==> src/rtl/preamble_sync_controller.sv <==
// Preamble sequencing controller: confirms periodic detector triggers, latches polarity,
// then gates one polarity-corrected payload frame onto an AXI-Stream master.
module preamble_sync_controller #(
  parameter int unsigned C_S00_AXIS_TDATA_WIDTH = 32,
  parameter int unsigned C_M00_AXIS_TDATA_WIDTH = 32,
  parameter int unsigned CNT_WIDTH              = 16
) (
  input  logic                              s00_axis_aclk,
  input  logic                              s00_axis_aresetn,
  input  logic                              s00_axis_tvalid,
  input  logic [C_S00_AXIS_TDATA_WIDTH-1:0] s00_axis_tdata,
  output logic                              s00_axis_tready,
  input  logic [1:0]                        trigger,
  input  logic                              enable,
  input  logic [CNT_WIDTH-1:0]              sym_period,
  input  logic [CNT_WIDTH-1:0]              period_tol,
  input  logic [CNT_WIDTH-1:0]              preamble_len,
  input  logic [CNT_WIDTH-1:0]              payload_len,
  output logic                              m00_axis_tvalid,
  output logic [C_M00_AXIS_TDATA_WIDTH-1:0] m00_axis_tdata,
  output logic                              m00_axis_tlast,
  input  logic                              m00_axis_tready,
  output logic                              locked,
  output logic [CNT_WIDTH-1:0]              frame_count,
  output logic                              overflow,
  output logic [1:0]                        state
);

  localparam int unsigned DW = C_M00_AXIS_TDATA_WIDTH;

  localparam logic [DW-1:0]        MinVal = {1'b1, {(DW-1){1'b0}}};
  localparam logic [DW-1:0]        MaxVal = {1'b0, {(DW-1){1'b1}}};
  localparam logic [CNT_WIDTH-1:0] CntOne = CNT_WIDTH'(1);
  localparam logic [CNT_WIDTH:0]   GapOne = (CNT_WIDTH + 1)'(1);

  typedef enum logic [1:0] {
    StIdle    = 2'd0,
    StSearch  = 2'd1,
    StTrack   = 2'd2,
    StPayload = 2'd3
  } state_e;

  state_e                 state_q, state_d;
  logic [CNT_WIDTH-1:0]   per_q, per_d;
  logic [CNT_WIDTH-1:0]   tol_q, tol_d;
  logic [CNT_WIDTH-1:0]   plen_q, plen_d;
  logic [CNT_WIDTH-1:0]   paylen_q, paylen_d;
  logic                   pol_q, pol_d;
  logic [CNT_WIDTH-1:0]   trig_cnt_q, trig_cnt_d;
  // One bit wider than the counters so it can reach hi+1.
  logic [CNT_WIDTH:0]     gap_q, gap_d;
  logic [CNT_WIDTH-1:0]   pay_cnt_q, pay_cnt_d;
  logic [CNT_WIDTH-1:0]   frame_count_q, frame_count_d;
  logic                   overflow_q, overflow_d;
  logic                   tvalid_q, tvalid_d;
  logic [DW-1:0]          tdata_q, tdata_d;
  logic                   tlast_q, tlast_d;
  logic                   locked_q, locked_d;

  logic [CNT_WIDTH:0]     win_lo, win_hi, gap_inc;
  logic [CNT_WIDTH-1:0]   plen_eff, paylen_eff, trig_inc, pay_inc;
  logic [DW-1:0]          sample_corr;
  logic                   out_load_ok, in_window, pay_last;

  always_comb begin
    win_lo      = (per_q > tol_q) ? {1'b0, per_q - tol_q} : '0;
    win_hi      = {1'b0, per_q} + {1'b0, tol_q};
    gap_inc     = gap_q + GapOne;
    in_window   = (gap_inc >= win_lo) && (gap_inc <= win_hi);
    trig_inc    = trig_cnt_q + CntOne;
    pay_inc     = pay_cnt_q + CntOne;
    pay_last    = (pay_inc == paylen_q);
    plen_eff    = (preamble_len == '0) ? CntOne : preamble_len;
    paylen_eff  = (payload_len == '0) ? CntOne : payload_len;
    out_load_ok = !tvalid_q || m00_axis_tready;
    if (!pol_q) begin
      sample_corr = s00_axis_tdata;
    end else if (s00_axis_tdata == MinVal) begin
      sample_corr = MaxVal;
    end else begin
      sample_corr = -s00_axis_tdata;
    end
  end

  always_comb begin
    state_d       = state_q;
    per_d         = per_q;
    tol_d         = tol_q;
    plen_d        = plen_q;
    paylen_d      = paylen_q;
    pol_d         = pol_q;
    trig_cnt_d    = trig_cnt_q;
    gap_d         = gap_q;
    pay_cnt_d     = pay_cnt_q;
    frame_count_d = frame_count_q;
    overflow_d    = overflow_q;
    tvalid_d      = tvalid_q;
    tdata_d       = tdata_q;
    tlast_d       = tlast_q;

    if (tvalid_q && m00_axis_tready) begin
      tvalid_d = 1'b0;
    end

    unique case (state_q)
      StIdle: begin
        if (enable) state_d = StSearch;
      end
      StSearch: begin
        if (!enable) begin
          state_d = StIdle;
        end else if (s00_axis_tvalid && trigger[0]) begin
          per_d      = sym_period;
          tol_d      = period_tol;
          plen_d     = plen_eff;
          paylen_d   = paylen_eff;
          pol_d      = trigger[1];
          trig_cnt_d = CntOne;
          gap_d      = '0;
          pay_cnt_d  = '0;
          state_d    = (plen_eff == CntOne) ? StPayload : StTrack;
        end
      end
      StTrack: begin
        if (!enable) begin
          state_d = StIdle;
        end else if (s00_axis_tvalid) begin
          if (trigger[0] && in_window) begin
            trig_cnt_d = trig_inc;
            gap_d      = '0;
            pol_d      = trigger[1];
            if (trig_inc >= plen_q) begin
              pay_cnt_d = '0;
              state_d   = StPayload;
            end
          end else if (gap_inc > win_hi) begin
            state_d = StSearch;
          end else begin
            gap_d = gap_inc;
          end
        end
      end
      StPayload: begin
        if (s00_axis_tvalid) begin
          // A dropped sample still counts toward the frame length.
          if (out_load_ok) begin
            tvalid_d = 1'b1;
            tdata_d  = sample_corr;
            tlast_d  = pay_last;
          end else begin
            overflow_d = 1'b1;
          end
          if (pay_last) begin
            frame_count_d = frame_count_q + CntOne;
            state_d       = enable ? StSearch : StIdle;
          end else begin
            pay_cnt_d = pay_inc;
          end
        end
      end
      default: state_d = StIdle;
    endcase

    locked_d = (state_d == StPayload);
  end

  always_ff @(posedge s00_axis_aclk or negedge s00_axis_aresetn) begin
    if (!s00_axis_aresetn) begin
      state_q       <= StIdle;
      per_q         <= '0;
      tol_q         <= '0;
      plen_q        <= '0;
      paylen_q      <= '0;
      pol_q         <= 1'b0;
      trig_cnt_q    <= '0;
      gap_q         <= '0;
      pay_cnt_q     <= '0;
      frame_count_q <= '0;
      overflow_q    <= 1'b0;
      tvalid_q      <= 1'b0;
      tdata_q       <= '0;
      tlast_q       <= 1'b0;
      locked_q      <= 1'b0;
    end else begin
      state_q       <= state_d;
      per_q         <= per_d;
      tol_q         <= tol_d;
      plen_q        <= plen_d;
      paylen_q      <= paylen_d;
      pol_q         <= pol_d;
      trig_cnt_q    <= trig_cnt_d;
      gap_q         <= gap_d;
      pay_cnt_q     <= pay_cnt_d;
      frame_count_q <= frame_count_d;
      overflow_q    <= overflow_d;
      tvalid_q      <= tvalid_d;
      tdata_q       <= tdata_d;
      tlast_q       <= tlast_d;
      locked_q      <= locked_d;
    end
  end

  assign s00_axis_tready = 1'b1;
  assign m00_axis_tvalid = tvalid_q;
  assign m00_axis_tdata  = tdata_q;
  assign m00_axis_tlast  = tlast_q;
  assign locked          = locked_q;
  assign frame_count     = frame_count_q;
  assign overflow        = overflow_q;
  assign state           = state_q;

endmodule

==> config.mk <==
export PLATFORM = sky130hd
export DESIGN_NAME = preamble_sync_controller
export DESIGN_NICKNAME = d
export VERILOG_FILES = /design/src/rtl/preamble_sync_controller.sv
export SDC_FILE = /design/constraint.sdc
export NUM_CORES = 1
export LEC_CHECK = 0
export CAP_MARGIN = 20
export CELL_PAD_IN_SITES_DETAIL_PLACEMENT = 0
export CELL_PAD_IN_SITES_GLOBAL_PLACEMENT = 1
export CORE_MARGIN = 2
export CORE_UTILIZATION = 30
export CTS_CLUSTER_SIZE = 28
export DETAILED_ROUTE_END_ITERATION = 10
export PLACE_DENSITY_LB_ADDON = 0.1
export REMOVE_ABC_BUFFERS = 1
export SLEW_MARGIN = 10
export SYNTH_ARGS = -nofsm -noshare
export SYNTH_HDL_FRONTEND = slang
export SYNTH_SLANG_ARGS = --single-unit
==> constraint.sdc <==
create_clock -name s00_axis_aclk -period 6.8 [get_ports s00_axis_aclk]
set_clock_uncertainty 0.1 [all_clocks]
set_input_delay 1.36 -clock s00_axis_aclk [delete_from_list [all_inputs] [get_ports s00_axis_aclk]]
set_output_delay 1.36 -clock s00_axis_aclk [all_outputs]
set_load 0.02 [all_outputs]
==> results.md <==
- Slowest CP cell: or4_1
- Cells after Synth: 1309
- Final Hold Viols: 0
- Cell taking the most area after synthesis: dfrtp_1
- Layout Nets: 1631
- Top-area cell type share of the netlist area: 37.7%
- Syn avg cell area: 8.52 um^2
- Hold buffers post-CTS: 0
- CTS Buf Count: 17
- Clock tree buffer depth: 2
- VDD IR max: 0.205 mV
- Htree depth: 4
- Unique masters post-synth: 77
- Post-Route WL: 31600 um
- Final Util: 37.6%
- Final hold slack: 0.373 ns
- Max Fclk: 183 MHz
- Initial core utilization: 30.5%
- Critical Path Fanout Max: 16
- Count leader, synth: nand2_1
- Initial antenna violation count: 3
- Top Ports: 158
- Yosys Warn Count: 0
- R2R Setup Slk: 1.33 ns
- Cell area power density: 411 mW/mm^2
- Setup slack after layout: 1.33 ns
- Worst setup slack after placement: 1.27 ns
- Async set or reset register ratio after synthesis: 100%
- Crit Path Category: reg2reg
- Core area: 0.0366 mm^2
- Final Cycle Share: 80.5%
- Via count: 9484
- Iter 0 DRT Violations: 483
- Register area share after synthesis: 37.7%
- Status: finished clean
- LEAKAGE: 6.01 nW
- Post-synth EDFFs: 0
- Root Buffer: clkbuf_16
- Reg-to-reg endpoint: pay_cnt_q[7]$_DFFE_PN0P_
- Hold Path Depth: 2
- Worst Hold End: m00_axis_tlast$_DFFE_PN0P_
- Area contributors post-synth: dfrtp_1, ha_1, nand2_1
- Die area: 0.0387 mm^2
- Drt wl/cell: 16.4 um
- Setup violations, final: 0
- TritonRoute pass-1 iters: 4
- HP Start: m00_axis_tlast$_DFFE_PN0P_
- First-pass GRT wire length: 52800 um
- Min-Delay Path Class: reg2reg
- Global Route Usage Sum: 17.1%
- Crit path DAT: 5.70 ns
- R2r worst-path depth: 22
- CP Buf/Inv Count: 2
- Share of layout cells above drive strength 1: 5.09%
- Die width: 197 um
- I/O Buffers: 156
- Vias in the first global route: 9827
- Row Count: 70
- Power Total: 5.66 mW
- Max cap viols: 0
- Die height: 197 um
- Final GP Congestion: 0.802
- Worst-path clk slew: 0.07 ns
- RR Startpoint: per_q[0]$_DFFE_PN0P_
- Max-slew violation count: 0
- CP peak stage delay: 0.50 ns
- Tmin final: 5.47 ns
- Total gr overflow: 0
- Commonest cells post-synth: nand2_1, dfrtp_1, o21ai_0
- CP dominant cell by count: o21ai_0
- Worst skew pair latency: 0.45 ns
- Crit path capture type: flop
- CP Launch Type: flop
- CTS tree: done
- Unrepaired setup endpoints after global routing: false
- WP data required: 7.03 ns
- Cell family with most CP delay: compound AO/OA/AOI/OAI gates
- Via density: 4.93
- Worst Tran Pin Value: 0.999 ns
- CTS resizes: 0
- Final HPWL DP: 23300 um
- Setup TNS: 0 ns
- Most used DFF post-synth: dfrtp_1
- Layout filler cell count: 3781
- Post-CTS Setup Bufs: 0
- Worst-path cell chain: inv_1, ha_1, fa_1, nand2b_1, a21boi_0, o21ai_0, nand2_1, a41oi_1, a21oi_1, nand2b_1, a21oi_1, buf_4, o21ai_0, ha_1, nand4_1, or4_1, o21ai_0, a2111oi_0, a211oi_1, o21a_1, o21ai_1, o22a_1
- Area growth syn-to-layout: 23.5%
- Detail Route Antenna Nets: 0
- Seq cells post-synth: 168
- # DRC: 0
- Netlist Area Pre-Place: 0.0112 mm^2
- Clk sinks: 168
- Largest net degree at the start of global routing: 82
- Worst rel slew slack: 33.0%
## per-layer routing
layer  wire [um]  global-route usage (%)
met3        1700                    5.00
met1       15600                    23.2
met2       13800                    26.7
met5          39                       0
met4         391                    4.20
## kinds of logic (layout without fill, tap and decap cells)
logic type | count (synthesis) | after routing | share of synthesized area [%]
other | 1 | 2 | 0.0336
DFF | 168 | 168 | 37.7
muxes | 7 | 7 | 0.662
and+or+nand+nor | 524 | 524 | 22.1
xor gates and xnor gates | 117 | 117 | 9.19
adders and majority gates | 89 | 89 | 10.1
buffers and inverters | 113 | 257 | 4.11
AOI/OAI and AO/OA | 290 | 290 | 16.1
## worst min-delay path, stage by stage (launching register included)
cell     delay, ns
dfrtp_1       0.35
nand2_1       0.05
nand2_1       0.05
## worst max-delay path by stage
stage,to,start,cells after the start
finish,pay_cnt_q[7]$_DFFE_PN0P_,per_q[0]$_DFFE_PN0P_,22
global route,pay_cnt_q[14]$_DFFE_PN0P_,per_q[0]$_DFFE_PN0P_,22
CTS,pay_cnt_q[9]$_DFFE_PN0P_,per_q[0]$_DFFE_PN0P_,22
detailed placement,pay_cnt_q[9]$_DFFE_PN0P_,per_q[0]$_DFFE_PN0P_,22
global placement,pol_q$_DFFE_PN0P_,per_q[0]$_DFFE_PN0P_,22
floorplan,gap_q[10]$_DFFE_PN0P_,trigger[0],5
## layout make-up
type	instances	area, um^2	share of cell area (%)
multi-input cells	1028	6510	47.2
flip-flops and latches	168	4200	30.5
repair buffers	168	1660	12.0
well taps	468	586	4.25
clock buffers	20	467	3.39
inverters	57	214	1.55
clock inverters	12	140	1.02
diodes	1	2.50	0.0182
## where the power goes
part           leakage (nW)  switching (mW)  internal (mW)
combinational          3.59            1.78           1.31
sequential             2.14           0.232           1.31
clock                 0.278           0.446          0.574
## registers in the layout, indices dropped and copies added, names as in the netlist
register         cells
tol_q               16
trig_cnt_q          16
paylen_q            16
plen_q              16
pol_q                1
state                2
frame_count         16
per_q               16
locked               1
pay_cnt_q           16
m00_axis_tlast       1
overflow             1
m00_axis_tvalid      1
gap_q               17
m00_axis_tdata      32
## cells in the final DEF, fill, tap and decap left out, drive strengths merged, types with 7 or more instances in the layout
cell type	count
clkdlybuf4s50	155
nand4	20
clkbuf	20
nor4	17
a21o	7
xor2	55
nor2	90
nand3	46
nor3	32
nand2b	23
inv	60
a22o	13
nor2b	9
buf	13
a21oi	84
nand2	234
a31oi	10
o31ai	19
dfrtp	168
o22a	11
o21a	9
or3	8
o21ai	101
ha	86
and3	10
xnor2	62
## stage by stage
step                std cells  cell area (um^2)
CTS                      1921             13800
global placement         1888             13200
floorplan                1253             10900
detailed placement       1889             13200
finish                   1922             13800
global route             1921             13800
(Power assumes the default switching activity.)
